<file path="src/rtl/sdram_stream_pkg.sv">
// Shared encodings for the SDRAM stream sequencer: command modes, FSM states
// and small mode-decoding helpers.
package sdram_stream_pkg;

    typedef enum logic [1:0] {
        MODE_FILL  = 2'd0,
        MODE_CHECK = 2'd1,
        MODE_COPY  = 2'd2,
        MODE_RSVD  = 2'd3
    } mode_e;

    typedef enum logic [2:0] {
        ST_IDLE,
        ST_LAUNCH,
        ST_STREAM,
        ST_WAIT_DONE,
        ST_FINISH
    } state_e;

    // Modes that need the read master.
    function automatic logic mode_reads(input mode_e m);
        return (m == MODE_CHECK) || (m == MODE_COPY);
    endfunction

    // Modes that need the write master.
    function automatic logic mode_writes(input mode_e m);
        return (m == MODE_FILL) || (m == MODE_COPY);
    endfunction

endpackage

</file>
<file path="src/rtl/sdram_stream_sequencer_if.sv">
// Read-master and write-master conduits of the Qsys SDRAM masters.
// The sequencer is the master side; the Qsys conduits are the slave side.
interface sdram_stream_sequencer_if #(
    parameter int DATA_W = 16,
    parameter int ADDR_W = 32,
    parameter int LEN_W  = 32
);
    logic              rd_fixed_location;
    logic [ADDR_W-1:0] rd_read_base;
    logic [LEN_W-1:0]  rd_read_length;
    logic              rd_go;
    logic              rd_done;
    logic              rd_early_done;
    logic              rd_read_buffer;
    logic [DATA_W-1:0] rd_buffer_output_data;
    logic              rd_data_available;

    logic              wr_fixed_location;
    logic [ADDR_W-1:0] wr_write_base;
    logic [LEN_W-1:0]  wr_write_length;
    logic              wr_go;
    logic              wr_done;
    logic              wr_write_buffer;
    logic [DATA_W-1:0] wr_buffer_input_data;
    logic              wr_buffer_full;

    modport master (
        output rd_fixed_location, rd_read_base, rd_read_length, rd_go, rd_read_buffer,
        input  rd_done, rd_early_done, rd_buffer_output_data, rd_data_available,
        output wr_fixed_location, wr_write_base, wr_write_length, wr_go, wr_write_buffer,
        output wr_buffer_input_data,
        input  wr_done, wr_buffer_full
    );

    modport slave (
        input  rd_fixed_location, rd_read_base, rd_read_length, rd_go, rd_read_buffer,
        output rd_done, rd_early_done, rd_buffer_output_data, rd_data_available,
        input  wr_fixed_location, wr_write_base, wr_write_length, wr_go, wr_write_buffer,
        input  wr_buffer_input_data,
        output wr_done, wr_buffer_full
    );

endinterface

</file>
<file path="src/rtl/sdram_stream_pattern.sv">
// Incrementing pattern generator (seed+k) with word compare, saturating
// mismatch counter and first-mismatch byte address capture.
module sdram_stream_pattern #(
    parameter int DATA_W = 16,
    parameter int ADDR_W = 32,
    parameter int ERR_W  = 16
) (
    input  logic              clk,
    input  logic              reset,
    input  logic              load,      // command accepted: restart at seed/base
    input  logic [DATA_W-1:0] seed,
    input  logic [ADDR_W-1:0] base,
    input  logic              advance,   // one word transferred this cycle
    input  logic              compare,   // word on data is checked this cycle
    input  logic [DATA_W-1:0] data,
    output logic [DATA_W-1:0] pattern,
    output logic [ERR_W-1:0]  err_count,
    output logic [ADDR_W-1:0] first_err_addr
);
    localparam int BPW = DATA_W / 8;

    logic [ADDR_W-1:0] addr;      // byte address of word k
    logic              mismatch;

    assign mismatch = compare && (data != pattern);

    // Pattern/address step per word; error counter saturates at all-ones.
    always_ff @(posedge clk) begin
        if (reset) begin
            pattern        <= '0;
            addr           <= '0;
            err_count      <= '0;
            first_err_addr <= '0;
        end else if (load) begin
            pattern        <= seed;
            addr           <= base;
            err_count      <= '0;
            first_err_addr <= '0;
        end else begin
            if (advance) begin
                pattern <= pattern + 1'b1;
                addr    <= addr + ADDR_W'(BPW);
            end
            if (mismatch) begin
                if (err_count != '1)
                    err_count <= err_count + 1'b1;
                // The counter only leaves zero on the first mismatch.
                if (err_count == '0)
                    first_err_addr <= addr;
            end
        end
    end

endmodule

</file>
<file path="src/rtl/sdram_stream_sequencer.sv">
// Command-driven FILL / CHECK / COPY sequencer for the Qsys SDRAM read and
// write master conduits.
module sdram_stream_sequencer
    import sdram_stream_pkg::*;
#(
    parameter int DATA_W = 16,
    parameter int ADDR_W = 32,
    parameter int LEN_W  = 32,
    parameter int ERR_W  = 16
) (
    input  logic              clk,
    input  logic              reset,
    input  logic              cmd_valid,
    output logic              cmd_ready,
    input  logic [1:0]        cmd_mode,
    input  logic [ADDR_W-1:0] cmd_src,
    input  logic [ADDR_W-1:0] cmd_dst,
    input  logic [LEN_W-1:0]  cmd_len,
    input  logic [DATA_W-1:0] cmd_seed,
    output logic              busy,
    output logic              done,
    output logic              cmd_err,
    output logic [ERR_W-1:0]  err_count,
    output logic [ADDR_W-1:0] first_err_addr,
    sdram_stream_sequencer_if.master bus
);
    localparam int BPW = DATA_W / 8;

    state_e            state;
    mode_e             mode;
    mode_e             cmd_mode_e;
    logic              need_rd, need_wr, rd_seen, wr_seen;
    logic              rd_go_q, wr_go_q;
    logic [ADDR_W-1:0] src_q, dst_q;
    logic [LEN_W-1:0]  len_q, remaining;
    logic              accept, len_bad, all_done;
    logic              pop, push, xfer;
    logic [DATA_W-1:0] wdata, pattern;
    logic              unused_early_done;

    assign cmd_mode_e = mode_e'(cmd_mode);
    assign accept     = cmd_valid && cmd_ready;
    assign len_bad    = (cmd_len % LEN_W'(BPW)) != '0;
    assign all_done   = (!need_rd || rd_seen || bus.rd_done) &&
                        (!need_wr || wr_seen || bus.wr_done);
    assign xfer       = pop || push;
    assign unused_early_done = bus.rd_early_done;

    // FIFO strobes react to the same-cycle FIFO status; COPY forwards read data straight through.
    always_comb begin
        // NOTE: every output gets a default first so no path infers a latch.
        pop   = 1'b0;
        push  = 1'b0;
        wdata = '0;
        if (state == ST_STREAM) begin
            case (mode)
                MODE_FILL: begin
                    push  = !bus.wr_buffer_full;
                    wdata = pattern;
                end
                MODE_CHECK: pop = bus.rd_data_available;
                MODE_COPY: begin
                    pop   = bus.rd_data_available && !bus.wr_buffer_full;
                    push  = pop;
                    wdata = bus.rd_buffer_output_data;
                end
                default: ;
            endcase
        end
    end

    sdram_stream_pattern #(
        .DATA_W(DATA_W),
        .ADDR_W(ADDR_W),
        .ERR_W (ERR_W)
    ) u_pattern (
        .clk           (clk),
        .reset         (reset),
        .load          (accept),
        .seed          (cmd_seed),
        .base          (cmd_src),
        .advance       (xfer),
        .compare       (pop && (mode == MODE_CHECK)),
        .data          (bus.rd_buffer_output_data),
        .pattern       (pattern),
        .err_count     (err_count),
        .first_err_addr(first_err_addr)
    );

    // Command FSM with registered handshake, status and go outputs.
    always_ff @(posedge clk) begin
        if (reset) begin
            state     <= ST_IDLE;
            mode      <= MODE_FILL;
            cmd_ready <= 1'b1;
            busy      <= 1'b0;
            done      <= 1'b0;
            cmd_err   <= 1'b0;
            rd_go_q   <= 1'b0;
            wr_go_q   <= 1'b0;
            need_rd   <= 1'b0;
            need_wr   <= 1'b0;
            rd_seen   <= 1'b0;
            wr_seen   <= 1'b0;
            src_q     <= '0;
            dst_q     <= '0;
            len_q     <= '0;
            remaining <= '0;
        end else begin
            // NOTE: non-blocking updates so every branch below sees pre-edge state.
            rd_go_q <= 1'b0;
            wr_go_q <= 1'b0;
            done    <= 1'b0;
            // Master completions may arrive any time after launch, even mid-stream.
            if (state != ST_IDLE) begin
                rd_seen <= rd_seen || bus.rd_done;
                wr_seen <= wr_seen || bus.wr_done;
            end
            case (state)
                ST_IDLE: if (accept) begin
                    mode      <= cmd_mode_e;
                    src_q     <= cmd_src;
                    dst_q     <= cmd_dst;
                    len_q     <= cmd_len;
                    remaining <= cmd_len / LEN_W'(BPW);
                    need_rd   <= mode_reads(cmd_mode_e);
                    need_wr   <= mode_writes(cmd_mode_e);
                    rd_seen   <= 1'b0;
                    wr_seen   <= 1'b0;
                    cmd_ready <= 1'b0;
                    busy      <= 1'b1;
                    if (cmd_mode_e == MODE_RSVD || len_bad) begin
                        state   <= ST_FINISH;
                        done    <= 1'b1;
                        cmd_err <= 1'b1;
                    end else if (cmd_len == '0) begin
                        state <= ST_FINISH;
                        done  <= 1'b1;
                    end else begin
                        state   <= ST_LAUNCH;
                        rd_go_q <= mode_reads(cmd_mode_e);
                        wr_go_q <= mode_writes(cmd_mode_e);
                    end
                end
                ST_LAUNCH: state <= ST_STREAM;
                ST_STREAM: if (xfer) begin
                    remaining <= remaining - 1'b1;
                    if (remaining == LEN_W'(1))
                        state <= ST_WAIT_DONE;
                end
                ST_WAIT_DONE: if (all_done) begin
                    state <= ST_FINISH;
                    done  <= 1'b1;
                end
                ST_FINISH: begin
                    state     <= ST_IDLE;
                    cmd_ready <= 1'b1;
                    busy      <= 1'b0;
                    cmd_err   <= 1'b0;
                end
                default: state <= ST_IDLE;
            endcase
        end
    end

    assign bus.rd_fixed_location    = 1'b0;
    assign bus.rd_read_base         = src_q;
    assign bus.rd_read_length       = len_q;
    assign bus.rd_go                = rd_go_q;
    assign bus.rd_read_buffer       = pop;
    assign bus.wr_fixed_location    = 1'b0;
    assign bus.wr_write_base        = dst_q;
    assign bus.wr_write_length      = len_q;
    assign bus.wr_go                = wr_go_q;
    assign bus.wr_write_buffer      = push;
    assign bus.wr_buffer_input_data = wdata;

endmodule

</file>
<file path="src/flat_wrapper.sv">
// flat-port wrapper written by rule: the top's interface ports become plain ports
module sdram_stream_sequencer_flat import sdram_stream_pkg::*;
#(
    parameter int DATA_W = 16,
    parameter int ADDR_W = 32,
    parameter int LEN_W  = 32,
    parameter int ERR_W  = 16
)
  (clk, reset, cmd_valid, cmd_ready, cmd_mode, cmd_src, cmd_dst, cmd_len, cmd_seed, busy, done, cmd_err, err_count, first_err_addr, bus_rd_fixed_location, bus_rd_read_base, bus_rd_read_length, bus_rd_go, bus_rd_read_buffer, bus_rd_done, bus_rd_early_done, bus_rd_buffer_output_data, bus_rd_data_available, bus_wr_fixed_location, bus_wr_write_base, bus_wr_write_length, bus_wr_go, bus_wr_write_buffer, bus_wr_buffer_input_data, bus_wr_done, bus_wr_buffer_full);
  sdram_stream_sequencer_if #(.DATA_W(DATA_W), .ADDR_W(ADDR_W), .LEN_W(LEN_W)) bus_i ();
  input  logic clk;
  input  logic reset;
  input  logic cmd_valid;
  output logic cmd_ready;
  input  logic [1:0] cmd_mode;
  input  logic [ADDR_W-1:0] cmd_src;
  input  logic [ADDR_W-1:0] cmd_dst;
  input  logic [LEN_W-1:0] cmd_len;
  input  logic [DATA_W-1:0] cmd_seed;
  output logic busy;
  output logic done;
  output logic cmd_err;
  output logic [ERR_W-1:0] err_count;
  output logic [ADDR_W-1:0] first_err_addr;
  output wire logic [$bits(bus_i.rd_fixed_location)-1:0] bus_rd_fixed_location;
  output wire logic [$bits(bus_i.rd_read_base)-1:0] bus_rd_read_base;
  output wire logic [$bits(bus_i.rd_read_length)-1:0] bus_rd_read_length;
  output wire logic [$bits(bus_i.rd_go)-1:0] bus_rd_go;
  output wire logic [$bits(bus_i.rd_read_buffer)-1:0] bus_rd_read_buffer;
  input wire logic [$bits(bus_i.rd_done)-1:0] bus_rd_done;
  input wire logic [$bits(bus_i.rd_early_done)-1:0] bus_rd_early_done;
  input wire logic [$bits(bus_i.rd_buffer_output_data)-1:0] bus_rd_buffer_output_data;
  input wire logic [$bits(bus_i.rd_data_available)-1:0] bus_rd_data_available;
  output wire logic [$bits(bus_i.wr_fixed_location)-1:0] bus_wr_fixed_location;
  output wire logic [$bits(bus_i.wr_write_base)-1:0] bus_wr_write_base;
  output wire logic [$bits(bus_i.wr_write_length)-1:0] bus_wr_write_length;
  output wire logic [$bits(bus_i.wr_go)-1:0] bus_wr_go;
  output wire logic [$bits(bus_i.wr_write_buffer)-1:0] bus_wr_write_buffer;
  output wire logic [$bits(bus_i.wr_buffer_input_data)-1:0] bus_wr_buffer_input_data;
  input wire logic [$bits(bus_i.wr_done)-1:0] bus_wr_done;
  input wire logic [$bits(bus_i.wr_buffer_full)-1:0] bus_wr_buffer_full;
  assign bus_rd_fixed_location = bus_i.rd_fixed_location;
  assign bus_rd_read_base = bus_i.rd_read_base;
  assign bus_rd_read_length = bus_i.rd_read_length;
  assign bus_rd_go = bus_i.rd_go;
  assign bus_rd_read_buffer = bus_i.rd_read_buffer;
  assign bus_i.rd_done = bus_rd_done;
  assign bus_i.rd_early_done = bus_rd_early_done;
  assign bus_i.rd_buffer_output_data = bus_rd_buffer_output_data;
  assign bus_i.rd_data_available = bus_rd_data_available;
  assign bus_wr_fixed_location = bus_i.wr_fixed_location;
  assign bus_wr_write_base = bus_i.wr_write_base;
  assign bus_wr_write_length = bus_i.wr_write_length;
  assign bus_wr_go = bus_i.wr_go;
  assign bus_wr_write_buffer = bus_i.wr_write_buffer;
  assign bus_wr_buffer_input_data = bus_i.wr_buffer_input_data;
  assign bus_i.wr_done = bus_wr_done;
  assign bus_i.wr_buffer_full = bus_wr_buffer_full;
  sdram_stream_sequencer #(.DATA_W(DATA_W), .ADDR_W(ADDR_W), .LEN_W(LEN_W), .ERR_W(ERR_W)) u_core (.clk(clk), .reset(reset), .cmd_valid(cmd_valid), .cmd_ready(cmd_ready), .cmd_mode(cmd_mode), .cmd_src(cmd_src), .cmd_dst(cmd_dst), .cmd_len(cmd_len), .cmd_seed(cmd_seed), .busy(busy), .done(done), .cmd_err(cmd_err), .err_count(err_count), .first_err_addr(first_err_addr), .bus(bus_i));
endmodule
</file>
<file path="config.mk">
export PLATFORM = sky130hd
export DESIGN_NAME = sdram_stream_sequencer_flat
export DESIGN_NICKNAME = d
export VERILOG_FILES = /design/src/rtl/sdram_stream_pkg.sv /design/src/rtl/sdram_stream_sequencer_if.sv /design/src/rtl/sdram_stream_pattern.sv /design/src/rtl/sdram_stream_sequencer.sv /design/src/flat_wrapper.sv
export SDC_FILE = /design/constraint.sdc
export NUM_CORES = 1
export LEC_CHECK = 0
export ABC_CLOCK_PERIOD_IN_PS = 7940
export BUFFER_PORTS_ARGS = -buffer_cell sky130_fd_sc_hd__buf_4
export CORE_AREA = 2 2 155 157
export CTS_BUF_LIST = sky130_fd_sc_hd__clkbuf_16
export DETAILED_ROUTE_END_ITERATION = 8
export DIE_AREA = 0 0 157 159
export HOLD_SLACK_MARGIN = 0.02
export PLACE_DENSITY_LB_ADDON = 0.15
export SYNTH_ARGS = -nofsm -noshare
export SYNTH_HDL_FRONTEND = slang
export SYNTH_HIERARCHICAL = 1
export SYNTH_SLANG_ARGS = --single-unit
</file>
<file path="constraint.sdc">
create_clock -name clk -period 7.94 [get_ports clk]
set_clock_uncertainty 0.1 [all_clocks]
set_input_delay 0.397 -clock clk [delete_from_list [all_inputs] [get_ports clk]]
set_output_delay 0.397 -clock clk [all_outputs]
set_load 0.02 [all_outputs]
</file>
# After elaboration in Yosys (flattened, before gate mapping)
# Index checks and enable logic that the tools add are counted.
[totals]
reg_bits = 239
input_bits = 138
out_inout_bits = 202
wordCells = 117
[op_classes]
addsub = 4
eq_ne = 17
n_mux = 38
bitwise_logic = 2
n_reduce_logical = 36
[op_table]
columns = ["op", "n"]
rows = [
  ["2-to-1 mux 32 bit", 4],
  ["case mux 32 bit (2 select lines)", 1],
  ["2-to-1 mux 16 bit", 3],
  ["adder 16 x 1 -> 16 bit, second input constant", 2],
  ["adder 32 x 2 -> 32 bit, second input constant", 1],
  ["equality test 32 x 1 -> 1 bit, second input constant", 1],
  ["logical NOT 32 bit", 1],
  ["case mux 16 bit (2 select lines)", 1],
  ["subtractor 32 x 1 -> 32 bit, second input constant", 1],
  ["2-to-1 mux 3 bit", 6],
  ["logical NOT 16 bit", 1],
  ["2-to-1 mux 1 bit", 16],
  ["inequality test 16 bit", 1],
  ["inequality test 16 bit, second input constant", 1],
  ["case mux 1 bit (2 select lines)", 6],
  ["case mux 3 bit (4 select lines)", 1],
  ["logical OR 1 bit", 10],
  ["AND reduction 2 bit", 4],
  ["equality test 2 bit, second input constant", 3],
  ["equality test 3 x 2 -> 1 bit, second input constant", 2],
  ["inequality test 2 x 1 -> 1 bit, second input constant", 3],
  ["AND reduction 3 bit", 2],
  ["nonzero test 2 bit", 3],
  ["logical AND 1 bit", 5],
  ["12 further kinds", 18],
]

# Longest topological paths before layout
[depth]
word_depth = 7
depth_mapped = 12
mapped_depth_nobuf = 10

# Modules after synthesis
# The synthesis kept the hierarchy.
[by_module_without_submodules]
columns = ["mod", "n_inst", "cells_each", "area_per_inst_um2", "seq_area_each_um2"]
rows = [
  ["sdram_stream_sequencer", 1, 860, 6517.5, 2862.7],
  ["sdram_stream_pattern", 1, 607, 4954.8, 1921.8],
]

# Worst setup path after synthesis
# Ideal clock, no wire load.
[synth_path]
kind = "register to register"
startpoint = "register u_core.state[2]"
endpoint = "register u_core.u_pattern.err_count[13]"
setup_time_ns = 0.070
arrival_time_ns = 2.865
setup_slack_ns = 4.905
path_stages_with_launch = 11
path_buffers = 4
synth_period_minus_slack_ns = 3.035
path_cell_list = "dfxtp_1 -> clkbuf_1 -> nor3b_1 -> clkbuf_1 -> o2111a_1 -> and2_1 -> clkbuf_1 -> o41ai_1 -> buf_2 -> or4_1 -> a21oi_1"
[synth_via]
elab_chain_cells = 5
[synth_lines]
columns = ["item", "line_no", "source"]
rows = [
  ["start, declared", "sdram_stream_sequencer.sv:29", "state_e state;"],
  ["start signal, assigned", "sdram_stream_sequencer.sv:93", "state <= ST_IDLE;"],
  ["start signal, assigned", "sdram_stream_sequencer.sv:133", "state <= ST_FINISH;"],
  ["start signal, assigned", "sdram_stream_sequencer.sv:137", "state <= ST_FINISH;"],
  ["equality test 3 x 2 -> 1 bit", "sdram_stream_sequencer.sv:55", "if (state == ST_STREAM) begin"],
  ["2-to-1 mux 1 bit", "sdram_stream_sequencer.sv:55", ""],
  ["net bus_rd_read_buffer", "flat_wrapper.sv:29", "output wire logic [$bits(bus_i.rd_read_buffer)-1:0] bus_rd_read_buffer;"],
  ["logical AND 1 bit", "sdram_stream_sequencer.sv:83", ".compare (pop && (mode == MODE_CHECK)),"],
  ["logical AND 1 bit", "sdram_stream_pattern.sv:25", "assign mismatch = compare && (data != pattern);"],
  ["AND reduction 2 bit (no line)", "-", ""],
  ["end signal, assigned", "sdram_stream_pattern.sv:46", "err_count <= err_count + 1'b1;"],
  ["end, declared", "sdram_stream_pattern.sv:17", "output logic [ERR_W-1:0] err_count,"],
]
# The timed path passes the listed nets, and every way through them passes these cells.
# A chain may end at the register's enable or synchronous reset.

# Final worst setup path
[layout_path]
startpoint = "register u_core.mode[0]"
endpoint = "register u_core.u_pattern.addr[28]"
[layout_via]
elab_chain_cells = 5
word_cells_on_any_way = 9
cone_classes = "2 x eq/ne; 4 x mux; 3 x reduce/logical"
[layout_lines]
columns = ["item", "line_no", "source"]
rows = [
  ["start, declared", "sdram_stream_sequencer.sv:30", "mode_e mode;"],
  ["start signal, assigned", "sdram_stream_sequencer.sv:121", "mode <= cmd_mode_e;"],
  ["equality test 2 bit, or another cell as far along", "sdram_stream_sequencer.sv:56", "case (mode)"],
  ["case mux 1 bit (2 select lines)", "sdram_stream_sequencer.sv:56", ""],
  ["2-to-1 mux 1 bit", "sdram_stream_sequencer.sv:55", ""],
  ["logical OR 1 bit (*)", "sdram_stream_sequencer.sv:46", "assign xfer = pop || push;"],
  ["net u_core.xfer", "sdram_stream_sequencer.sv:37", "logic pop, push, xfer;"],
  ["nonzero test 2 bit (no line) (*)", "-", ""],
  ["end signal, assigned", "sdram_stream_pattern.sv:36", "addr <= base;"],
  ["end signal, assigned", "sdram_stream_pattern.sv:42", "addr <= addr + ADDR_W'(BPW);"],
  ["end, declared", "sdram_stream_pattern.sv:22", "logic [ADDR_W-1:0] addr;"],
]
# Mark *: on every way through the listed nets, which the timed path passes. The rest lies on a longest branch.

==> results.ini <==
[synthesis]
syn-instance-count=1467
ys.flop_type=dfxtp_1
netlist_area_sq_um=11500
synth-seq-cells=239
synth_edf_count=0
yosysTopAreaCellShare_pct=41.7
ys_top_cells_by_count=nand2_1 (267), dfxtp_1 (239), a21oi_1 (171)
syn_area_per_cell_sq_um=7.82
async_reset_ff_share_pct=0
synth.largest_area_cell=dfxtp_1
synth.most_common_cell=nand2_1
synth_area_leaders=dfxtp_1 (42%), nand2_1 (8.7%), a21oi_1 (7.5%)
yosysWarnings=6
ys_seq_area_share_pct=41.7
ys_types=74

[timing]
hold_viol=0
worstMarginPinSlew_ps=1180
slew_violations=0
setup_viol=0
tns_ps=0
maxSlewHeadroom_pct=20.9
rsz0062_at_grt=false
fin_crit_sh_pct=45.8
fin_crit_ps=3640
max_freq_ghz=0.275

[floorplanning]
die_w_um=157
die_h_um=159
num_rows=56
dieArea_sq_um=25000
io_pins=340
initial_core_util_pct=49.5
core_sq_um=23200

[clock_tree]
cts-root-buf=clkbuf_16
cts_sinks=239
tritoncts.num_buffers=26
post_cts_buffers=0
cts_resized=0
cts-hold-fix-buffers=45
cts.reportedPaths.clkPinSlew_ps=60
clock_latency_ps=530
h-tree-depth=1
clockBufferDepth=3
cts_tree=built

[run]
maxCapViolations=0

[pwr]
p_sw_w=0.00101
power_density_nw_per_um2=219
power.internal_w=0.00231
combPwrFrac_pct=21.3
switching_share_pct=30.4
seq_power_share_pct=41.7
clockPowerShare_pct=37.1
power.leakage_nw=6.11
ir_worst_vdd_mv=0.180
total_power_w=0.00332

[place]
dp_cells=1996
port_buffers=336
gp_congestion=0.855
dp_hpwl_um=24900

[detailed_routing]
num_vias=11845
wire_per_inst_um=17.6
ant_nets=0
drt-initial-drc-count=878
totalWireLength_um=36700
drc=0
via_per_inst=5.67
drtPass1Iterations=5

[setup_path]
cp-start-kind=flip-flop
critPathMaxFanout=21
end_kind=flip-flop
crit_arrival_ps=3970
worstSetupPathType=reg2reg
cp.required_ps=8270

[final_layout]
area_growth_pct=32.0
drive_gt1_share_pct=23.1
fin_cells=2089
finalNetCount=1900

[global_route]
met3_usage_pct=6.29
grt_use_met2_pct=46.1
antenna_found_initial=1
grtUsageTotal_pct=28.4
grt_pass1_wl_um=58400
use_met1_pct=37.6
grt_busiest_layer=met2
grt_pass1_vias=11262
gr-total-overflow=0
grt_max_degree=95

[outcome]
status=finished, final reports clean

[worst_hold_path]
worst_hold_path_type=in2reg

[layer usage]
layer,share of wire [%],up-vias
met1,42,5560
met3,9.2,63
met2,47,506
li1,-,5716
met4,2.4,0
met5,0,-
[power groups by stage]
| stage | Sequential, W | Clock [W] | Combinational [W] |
|---|---|---|---|
| floorplan | 0.00144 | 0 | 0.000389 |
| global placement | 0.00140 | 0 | 0.000669 |
| detailed placement | 0.00140 | 0 | 0.000678 |
| CTS | 0.00138 | 0.00125 | 0.000699 |
| global route | 0.00140 | 0.00130 | 0.000769 |
| finish | 0.00138 | 0.00123 | 0.000705 |
[critical path, cell delays in order (launching register included)]
cell,delay (ps)
dfxtp_1,330
inv_1,80
ha_1,590
nand2b_1,340
a221o_4,520
clkinv_4,200
and4_1,390
nand3_2,240
nor4_1,350
xnor2_1,130
a211oi_1,270
[layout by cell type, fill, tap and decap left out, types with 10 or more instances in the layout]
cell,synthesis,final
or4_1,12,11
inv_1,23,27
buf_4,34,347
a21oi_1,171,171
dfxtp_1,239,239
a22oi_1,22,22
o21ai_0,63,63
or3_1,19,19
and3_1,10,10
nor3_1,29,29
nor4_1,27,26
ha_1,12,12
nor2_1,110,108
nand3_1,64,64
xnor2_1,41,41
nand2_1,267,267
dlygate4sd3_1,0,45
a31oi_1,14,14
xor2_1,13,13
mux2i_1,12,12
a211oi_1,22,22
clkbuf_16,0,27
nand4_1,30,30
[registers in the layout (all words and copies together), names as in the netlist, 2 cells and up]
signal / count
u_core/bus.rd_read_base: 32
u_core/bus.rd_read_length: 32
u_core/bus.wr_write_base: 32
u_core/remaining: 32
u_core/u_pattern/addr: 32
u_core/u_pattern/first_err_addr: 32
u_core/u_pattern/err_count: 16
u_core/u_pattern/pattern: 16
u_core/state: 3
u_core/mode: 2
[cell families after synthesis]
family | synth area share, %
flops | 41.7
buf+inv | 6.88
compound gates | 19.3
xor+xnor | 4.26
other cells | 0.0327
simple gates | 25.4
mux | 1.05
fa+ha+maj | 1.31
[area by class of cell]
class	count	area, sq um
Timing Repair Buffer	393	3070
Inverter	25	98.8
Clock inverter	20	186
Multi-Input combinational cell	1065	5930
Tap cell	319	399
Sequential cell	239	4780
Clock buffer	27	676
Fill cell	1975	8050
Antenna cell	1	2.50
[path summary, 6_finish.rpt]
kind | from | endpoint | slack, ps | cells past startpoint
worst max-delay path | u_core/mode[0] | u_core/u_pattern/addr[28] | 4300 | 10
worst min-delay path | cmd_src[18] | u_core/bus.rd_read_base[18] | 30 | 3
worst max register to register | u_core/mode[0] | u_core/u_pattern/addr[28] | 4300 | 10
worst min register to register | u_core/bus.wr_write_base[23] | u_core/bus.wr_write_base[23] | 350 | 2
[stage by stage]
step           util (%)  hold WS, ps  worst slack, ps  cell area [sq um]
5_1_grt            65.3         22.0             4070              15100
3_3_place_gp       59.6          342             4430              13800
3_5_place_dp       59.6          347             4390              13800
6_report           65.3         34.9             4300              15100
2_1_floorplan         -          336             4910              11500
4_1_cts            65.3         20.6             4320              15100
(Power assumes the default switching activity.)
